===== config.mk =====
export PLATFORM = sky130hd
export DESIGN_NAME = fsb_burst_arbiter
export DESIGN_NICKNAME = d
export VERILOG_FILES = /design/src/rtl/fsb_burst_arbiter.sv
export SDC_FILE = /design/constraint.sdc
export NUM_CORES = 1
export LEC_CHECK = 0
export ABC_AREA = 0
export BUFFER_PORTS_ARGS = -buffer_cell sky130_fd_sc_hd__buf_2
export CORE_AREA = 2 2 344 346
export CTS_BUF_LIST = sky130_fd_sc_hd__clkbuf_4
export CTS_CLUSTER_SIZE = 8
export DETAILED_ROUTE_END_ITERATION = 7
export DIE_AREA = 0 0 346 348
export REMOVE_ABC_BUFFERS = 1
export SYNTH_ARGS = -nofsm -noshare
export SYNTH_HDL_FRONTEND = slang
export SYNTH_SLANG_ARGS = --single-unit

===== constraint.sdc =====
create_clock -name CLK -period 3.5 [get_ports CLK]
set_clock_uncertainty 0.2 [all_clocks]
set_input_delay 1.05 -clock CLK [delete_from_list [all_inputs] [get_ports CLK]]
set_output_delay 1.05 -clock CLK [all_outputs]
set_load 0.02 [all_outputs]

===== src/rtl/fsb_burst_arbiter.sv =====
`default_nettype none
// ============================================================================
// Module   : fsb_burst_arbiter
// Brief    : Round-robin arbiter merging the icache/dcache block channels of
//            NUM_HARTS cores onto one shared memory beat bus.
// Revision : 1.0 - initial release
// ============================================================================
module fsb_burst_arbiter #(
    parameter int NUM_HARTS  = 2,
    parameter int BLOCK_SIZE = 4,
    parameter int ADDR_W     = 32
) (
    input  logic                                  CLK,
    input  logic                                  RST,
    input  logic [2*NUM_HARTS-1:0]                ch_ren,
    input  logic [2*NUM_HARTS-1:0]                ch_wen,
    input  logic [2*NUM_HARTS*ADDR_W-1:0]         ch_addr,
    input  logic [2*NUM_HARTS*BLOCK_SIZE*32-1:0]  ch_wdata,
    output logic [2*NUM_HARTS-1:0]                ch_busy,
    output logic [BLOCK_SIZE*32-1:0]              ch_rdata,
    output logic [2*NUM_HARTS-1:0]                ch_done,
    input  logic [NUM_HARTS-1:0]                  abort,
    output logic                                  mem_ren,
    output logic                                  mem_wen,
    output logic [ADDR_W-1:0]                     mem_addr,
    output logic [31:0]                           mem_wdata,
    input  logic                                  mem_busy,
    input  logic [31:0]                           mem_rdata
);

    localparam int c_nch = 2 * NUM_HARTS;
    localparam int c_gw  = (c_nch > 1) ? $clog2(c_nch) : 1;
    localparam int c_bw  = (BLOCK_SIZE > 1) ? $clog2(BLOCK_SIZE) : 1;

    localparam logic [ADDR_W-1:0] c_align_mask = ~ADDR_W'(BLOCK_SIZE * 4 - 1);
    localparam logic [c_gw-1:0]   c_last_ch    = c_gw'(c_nch - 1);
    localparam logic [c_bw-1:0]   c_last_beat  = c_bw'(BLOCK_SIZE - 1);

    localparam logic [1:0] c_st_idle   = 2'd0;
    localparam logic [1:0] c_st_burst  = 2'd1;
    localparam logic [1:0] c_st_finish = 2'd2;

    logic [1:0]               r_state;
    logic [c_gw-1:0]          r_grant;
    logic [c_gw-1:0]          r_rr_ptr;
    logic [c_bw-1:0]          r_beat;
    logic                     r_abort_pend;
    logic                     r_mem_ren;
    logic                     r_mem_wen;
    logic [ADDR_W-1:0]        r_mem_addr;
    logic [31:0]              r_mem_wdata;
    logic [BLOCK_SIZE*32-1:0] r_ch_rdata;
    logic [c_nch-1:0]         r_ch_done;

    logic [c_nch-1:0]  w_req;
    logic              w_found;
    logic [c_gw-1:0]   w_sel;
    logic              w_sel_ren;
    logic [ADDR_W-1:0] w_sel_addr;
    logic [31:0]       w_sel_word0;
    logic              w_gnt_req;
    logic [31:0]       w_next_word;
    logic              w_abort_hit;
    logic              w_abort_now;
    logic [c_bw-1:0]   w_beat_nxt;
    logic              w_last_beat;
    logic [c_gw-1:0]   w_gnt_inc;

    assign w_req       = ch_ren | ch_wen;
    assign w_beat_nxt  = r_beat + c_bw'(1);
    assign w_last_beat = (r_beat == c_last_beat);
    assign w_gnt_inc   = (r_grant == c_last_ch) ? '0 : r_grant + c_gw'(1);
    assign w_abort_now = w_abort_hit | ~w_gnt_req;

    // First requester at or after the round-robin pointer, wrapping.
    always_comb begin
        w_found = 1'b0;
        w_sel   = '0;
        for (int off = 0; off < c_nch; off++) begin
            for (int c = 0; c < c_nch; c++) begin
                if (!w_found && w_req[c] && (((int'(r_rr_ptr) + off) % c_nch) == c)) begin
                    w_found = 1'b1;
                    w_sel   = c_gw'(c);
                end
            end
        end
    end

    always_comb begin
        w_sel_ren   = 1'b0;
        w_sel_addr  = '0;
        w_sel_word0 = '0;
        w_gnt_req   = 1'b0;
        w_next_word = '0;
        w_abort_hit = 1'b0;
        for (int c = 0; c < c_nch; c++) begin
            if (w_sel == c_gw'(c)) begin
                w_sel_ren   = ch_ren[c];
                w_sel_addr  = ch_addr[c*ADDR_W +: ADDR_W];
                w_sel_word0 = ch_wdata[c*BLOCK_SIZE*32 +: 32];
            end
            if (r_grant == c_gw'(c)) begin
                w_gnt_req = w_req[c];
                for (int w = 0; w < BLOCK_SIZE; w++) begin
                    if (w_beat_nxt == c_bw'(w)) begin
                        w_next_word = ch_wdata[(c*BLOCK_SIZE + w)*32 +: 32];
                    end
                end
            end
        end
        for (int h = 0; h < NUM_HARTS; h++) begin
            if ((r_grant == c_gw'(2*h)) || (r_grant == c_gw'(2*h + 1))) begin
                w_abort_hit = abort[h];
            end
        end
    end

    always_comb begin
        ch_busy = '0;
        for (int c = 0; c < c_nch; c++) begin
            ch_busy[c] = w_req[c] & ~((r_state == c_st_finish) && (r_grant == c_gw'(c)));
        end
    end

    always_ff @(posedge CLK) begin
        if (RST) begin
            r_state      <= c_st_idle;
            r_grant      <= '0;
            r_rr_ptr     <= '0;
            r_beat       <= '0;
            r_abort_pend <= 1'b0;
            r_mem_ren    <= 1'b0;
            r_mem_wen    <= 1'b0;
            r_mem_addr   <= '0;
            r_mem_wdata  <= '0;
            r_ch_rdata   <= '0;
            r_ch_done    <= '0;
        end else begin
            r_ch_done <= '0;
            case (r_state)
                c_st_idle: begin
                    if (w_found) begin
                        r_grant      <= w_sel;
                        r_beat       <= '0;
                        r_abort_pend <= 1'b0;
                        r_mem_ren    <= w_sel_ren;
                        r_mem_wen    <= ~w_sel_ren;
                        r_mem_addr   <= w_sel_addr & c_align_mask;
                        r_mem_wdata  <= w_sel_word0;
                        r_state      <= c_st_burst;
                    end
                end
                c_st_burst: begin
                    if (!mem_busy) begin
                        if (r_mem_ren) begin
                            for (int w = 0; w < BLOCK_SIZE; w++) begin
                                if (r_beat == c_bw'(w)) begin
                                    r_ch_rdata[w*32 +: 32] <= mem_rdata;
                                end
                            end
                        end
                        // An abort seen only on the final completing beat is ignored.
                        if (w_last_beat) begin
                            r_mem_ren <= 1'b0;
                            r_mem_wen <= 1'b0;
                            if (r_abort_pend) begin
                                r_rr_ptr <= w_gnt_inc;
                                r_state  <= c_st_idle;
                            end else begin
                                for (int c = 0; c < c_nch; c++) begin
                                    r_ch_done[c] <= (r_grant == c_gw'(c));
                                end
                                r_state <= c_st_finish;
                            end
                        end else if (r_abort_pend || w_abort_now) begin
                            r_mem_ren <= 1'b0;
                            r_mem_wen <= 1'b0;
                            r_rr_ptr  <= w_gnt_inc;
                            r_state   <= c_st_idle;
                        end else begin
                            r_beat      <= w_beat_nxt;
                            r_mem_addr  <= r_mem_addr + ADDR_W'(4);
                            r_mem_wdata <= w_next_word;
                        end
                    end else if (w_abort_now) begin
                        r_abort_pend <= 1'b1;
                    end
                end
                c_st_finish: begin
                    r_rr_ptr <= w_gnt_inc;
                    r_state  <= c_st_idle;
                end
                default: begin
                    r_state <= c_st_idle;
                end
            endcase
        end
    end

    assign mem_ren   = r_mem_ren;
    assign mem_wen   = r_mem_wen;
    assign mem_addr  = r_mem_addr;
    assign mem_wdata = r_mem_wdata;
    assign ch_rdata  = r_ch_rdata;
    assign ch_done   = r_ch_done;

endmodule
`default_nettype wire


==> qor.csv <==
stage;metric;value;unit
status;status;completed;
global_routing;first-pass GRT wire length;185400;um
placed_design;I/O Buffers;868;
cts;CTS Root Buffer Type;clkbuf_4;
floorplanning;row count;126;
timing;Period minus WS final;3367;ps
global_routing;grt met3 use;7.978;%
cts;clk slew on worst S/H paths;60;ps
synth;Ys Warns;0;
global_routing;GR peak layer;met2;
synth;top cells by area, synth;dfxtp_1 28%, nand2_1 9.2%, a21oi_1 7.2%;
timing;slew margin rel.;28.06;%
synth;Synth async-reset ratio;0;%
critical_path;Levels on crit path;9;
routing;routed wire length;141100;um
global_routing;met1 Resource Use GR;25.47;%
synth;Synth top area share;27.60;%
global_routing;initial antenna violation count;116;
layout;P&R area growth vs syn;55.60;%
synth;Synth cell types;76;
floorplanning;# IOs;887;
synth;Synth area leader;dfxtp_1;
critical_path;reg2reg end;mem_wdata[7];
placed_design;Final HPWL DP;114500;um
layout;NumNets Final;3687;
critical_path;Setup CP Type;reg2reg;
floorplanning;Starting Density;12.71;%
critical_path;CP endpoint kind;flip-flop;
power_and_ir_drop;LEAKAGE;9.474;nW
routing;DR vias/cell;4.993;
global_routing;Total GRT Usage;22.20;%
synth;EDFF count, synth;0;
placed_design;placed insts;4455;
global_routing;met2 Track Usage GR;37.55;%
critical_path;crit path max fanout;13;
critical_path;cell count of the worst reg-to-reg path;9;
timing;Sum Neg Setup Slack;0;ps
floorplanning;Die Area;120400;um^2
floorplanning;Die H;348;um
synth;post-synthesis sequential area ratio;27.60;%
critical_path;CP startpoint;r_beat[0];
synth;post-synthesis cell count;2091;
layout;fin util;19.78;%
cts;worst-skew pair later-pin latency;880;ps
critical_path;WP buf/inv;2;
routing;# DRC;0;
layout;layout cells sized above 1;40.04;%
cts;Clock Path Buffers;3;
power_and_ir_drop;maximum VDD drop;0.0001436;V
cts;H-tree Lvls;3;
floorplanning;Core Region;117000;um^2
global_routing;grt total ovfl;0;
routing;drt pass-1 iters;6;
routing;DR WL/cell;30.58;um
timing;maximum clock rate;297.0;MHz
critical_path;Reg-to-Reg Start;r_beat[0];
global_routing;largest net degree at the start of global routing;86;
timing;slew at the pin closest to its max-slew limit;1078;ps
run;max-cap violations;0;
critical_path;CP Cell Sequence;inv_1 -> ha_4 -> nand2b_2 -> buf_4 -> o22ai_1 -> nor2_1 -> a221oi_1 -> o2111ai_1 -> a32o_1;
floorplanning;die span in x;346;um
power_and_ir_drop;post-layout power;7.809;mW
min_path;HP Class;reg2reg;
synth;mapped cell area;14870;um^2
min_path;Hold Crit Start;ch_rdata[33];
synth;predominant post-synthesis flop cell;dfxtp_1;
global_routing;number of global-route vias before repair;21632;
critical_path;Worst R2R Setup Slack;130;ps
synth;Seq cells post-synth;205;
critical_path;CP startpoint kind;flip-flop;
critical_path;crit path DAT;3910;ps
critical_path;CP Capture Point;mem_wdata[7];
routing;Vias;23038;
critical_path;max incr delay on CP;470;ps
cts;cts bufs inserted;68;
timing;Hold Fails Final Rpt;0;
timing;setup violators final;0;
synth;Syn Area/Cell;7.110;um^2
critical_path;Req. time, crit path;4040;ps
cts;Sink Count;205;
critical_path;CP max-delay cell;dfxtp_1;
timing;hold_ws;249.4;ps
routing;Iteration-0 DRC Markers;2823;
critical_path;Top delay family on crit path;compound AO/OA/AOI/OAI gates;
layout;Final Non-Filler Cells;4614;
power_and_ir_drop;Pwr Density;337.5;nW/um^2
cts;CTS tree;yes;
timing;period utilization;96.20;%
routing;Final ANT Viol Nets;0;
placed_design;GPL Wtd Cong;0.9600;
timing;Final Max Tran Viols;0;
## cell families after synthesis
group / synth area share [%]
mux: 0.4040
fa+ha+maj: 0.9257
buf+inv: 6.513
compound gates: 43.44
flops: 27.60
simple gates: 21.09
other cells: 0.02522
## registers in the layout (all words and copies together), names as in the netlist
signal / count
r_grant: 2
r_state: 2
mem_addr: 30
mem_wen: 1
r_abort_pend: 1
mem_ren: 1
r_rr_ptr: 2
mem_wdata: 32
r_beat: 2
ch_rdata: 128
ch_done: 4
## layout make-up
class                      count  area (um^2)
fill                       13494        93840
multi-input combinational   1649        10040
timing repair buffer        1048         6082
sequential                   205         4106
tap                         1536         1922
clock buffer                  95        713.2
antenna                       41        102.6
clock inverter                21        92.59
inverter                      19        71.32
## repair_timing
item,in CTS,in global routing
setup buffers,2,0
cloned,0,0
pin swaps,1,0
endpoints found under the setup margin,8,7
hold buffers,0,0
gates resized for setup,13,10
## worst min-delay path by stage
stage                              end  slack, ps  cells after the start
after floorplan             r_grant[1]        260                      2
after global placement    ch_rdata[75]        240                      2
after detailed placement  ch_rdata[33]        240                      2
after CTS                 ch_rdata[24]        150                      3
after global routing      ch_rdata[24]        190                      3
final                     ch_rdata[33]        250                      2
## tightest hold or removal path: cells and delay by family, from the launching register on
family           cells  cell delay, ps
AO/OA/AOI/OAI        1              50
flip-flops           1             300
AND/OR/NAND/NOR      1              50
## routing by layer
layer | vias to the layer above | part of all wire [%]
li1 | 9947 | -
met1 | 10969 | 38
met2 | 1653 | 47
met3 | 397 | 11
met4 | 72 | 4.7
met5 | - | 0.33
## cells in the final DEF, fill, tap and decap left out, types with 8 or more instances in the layout
master,synthesis,final
clkinv_1,1,13
a22oi_1,35,35
a311oi_1,14,13
a2bb2oi_1,8,8
buf_2,24,865
nand2b_1,38,35
nor2b_1,16,12
clkbuf_4,0,95
o2bb2ai_1,9,9
nor2_1,91,87
a22o_1,18,18
diode_2,0,41
a21oi_1,215,213
and2_1,13,11
o211ai_1,22,22
or3_1,8,8
a211oi_1,21,21
nor3_1,39,36
inv_1,18,15
a31oi_1,43,43
buf_12,0,30
o21bai_1,9,9
nor4_1,34,34
buf_4,4,152
a221o_1,23,23
a21boi_0,36,36
nand3_1,40,36
a21o_1,9,9
o21a_1,12,12
a32o_1,18,18
o221ai_1,35,35
dfxtp_1,205,203
a2111oi_0,15,8
a222oi_1,10,10
o22ai_1,49,49
o21ai_0,158,158
nand2_1,365,364
a221oi_1,97,97
o31ai_1,13,13
nand4_1,23,23
## synth_stat cells, types with 24 or more instances
master    number
nand2_1      365
clkbuf_1     167
nand3_1       40
a21oi_1      215
dfxtp_1      205
nor2_1        91
o221ai_1      35
o21ai_0      158
nor4_1        34
buf_2         24
nand2b_1      38
a31oi_1       43
o22ai_1       49
nor3_1        39
a21boi_0      36
a22oi_1       35
a221oi_1      97
## stage by stage
stage,setup WS [ps],cell area (um^2)
after floorplan,-2718,13970
after global placement,-607.1,22130
after detailed placement,-611.7,22130
after CTS,10.19,22990
after global routing,-0.5869,23090
final,132.9,23130
## where the power goes
part / total, mW / internal (mW) / switching (mW)
logic: 2.71 / 1.05 / 1.66
clock network: 2.54 / 1.25 / 1.29
registers: 2.55 / 2.44 / 0.113
total: 7.81 / 4.74 / 3.07
Note: power is estimated with default switching activity, not from simulation.
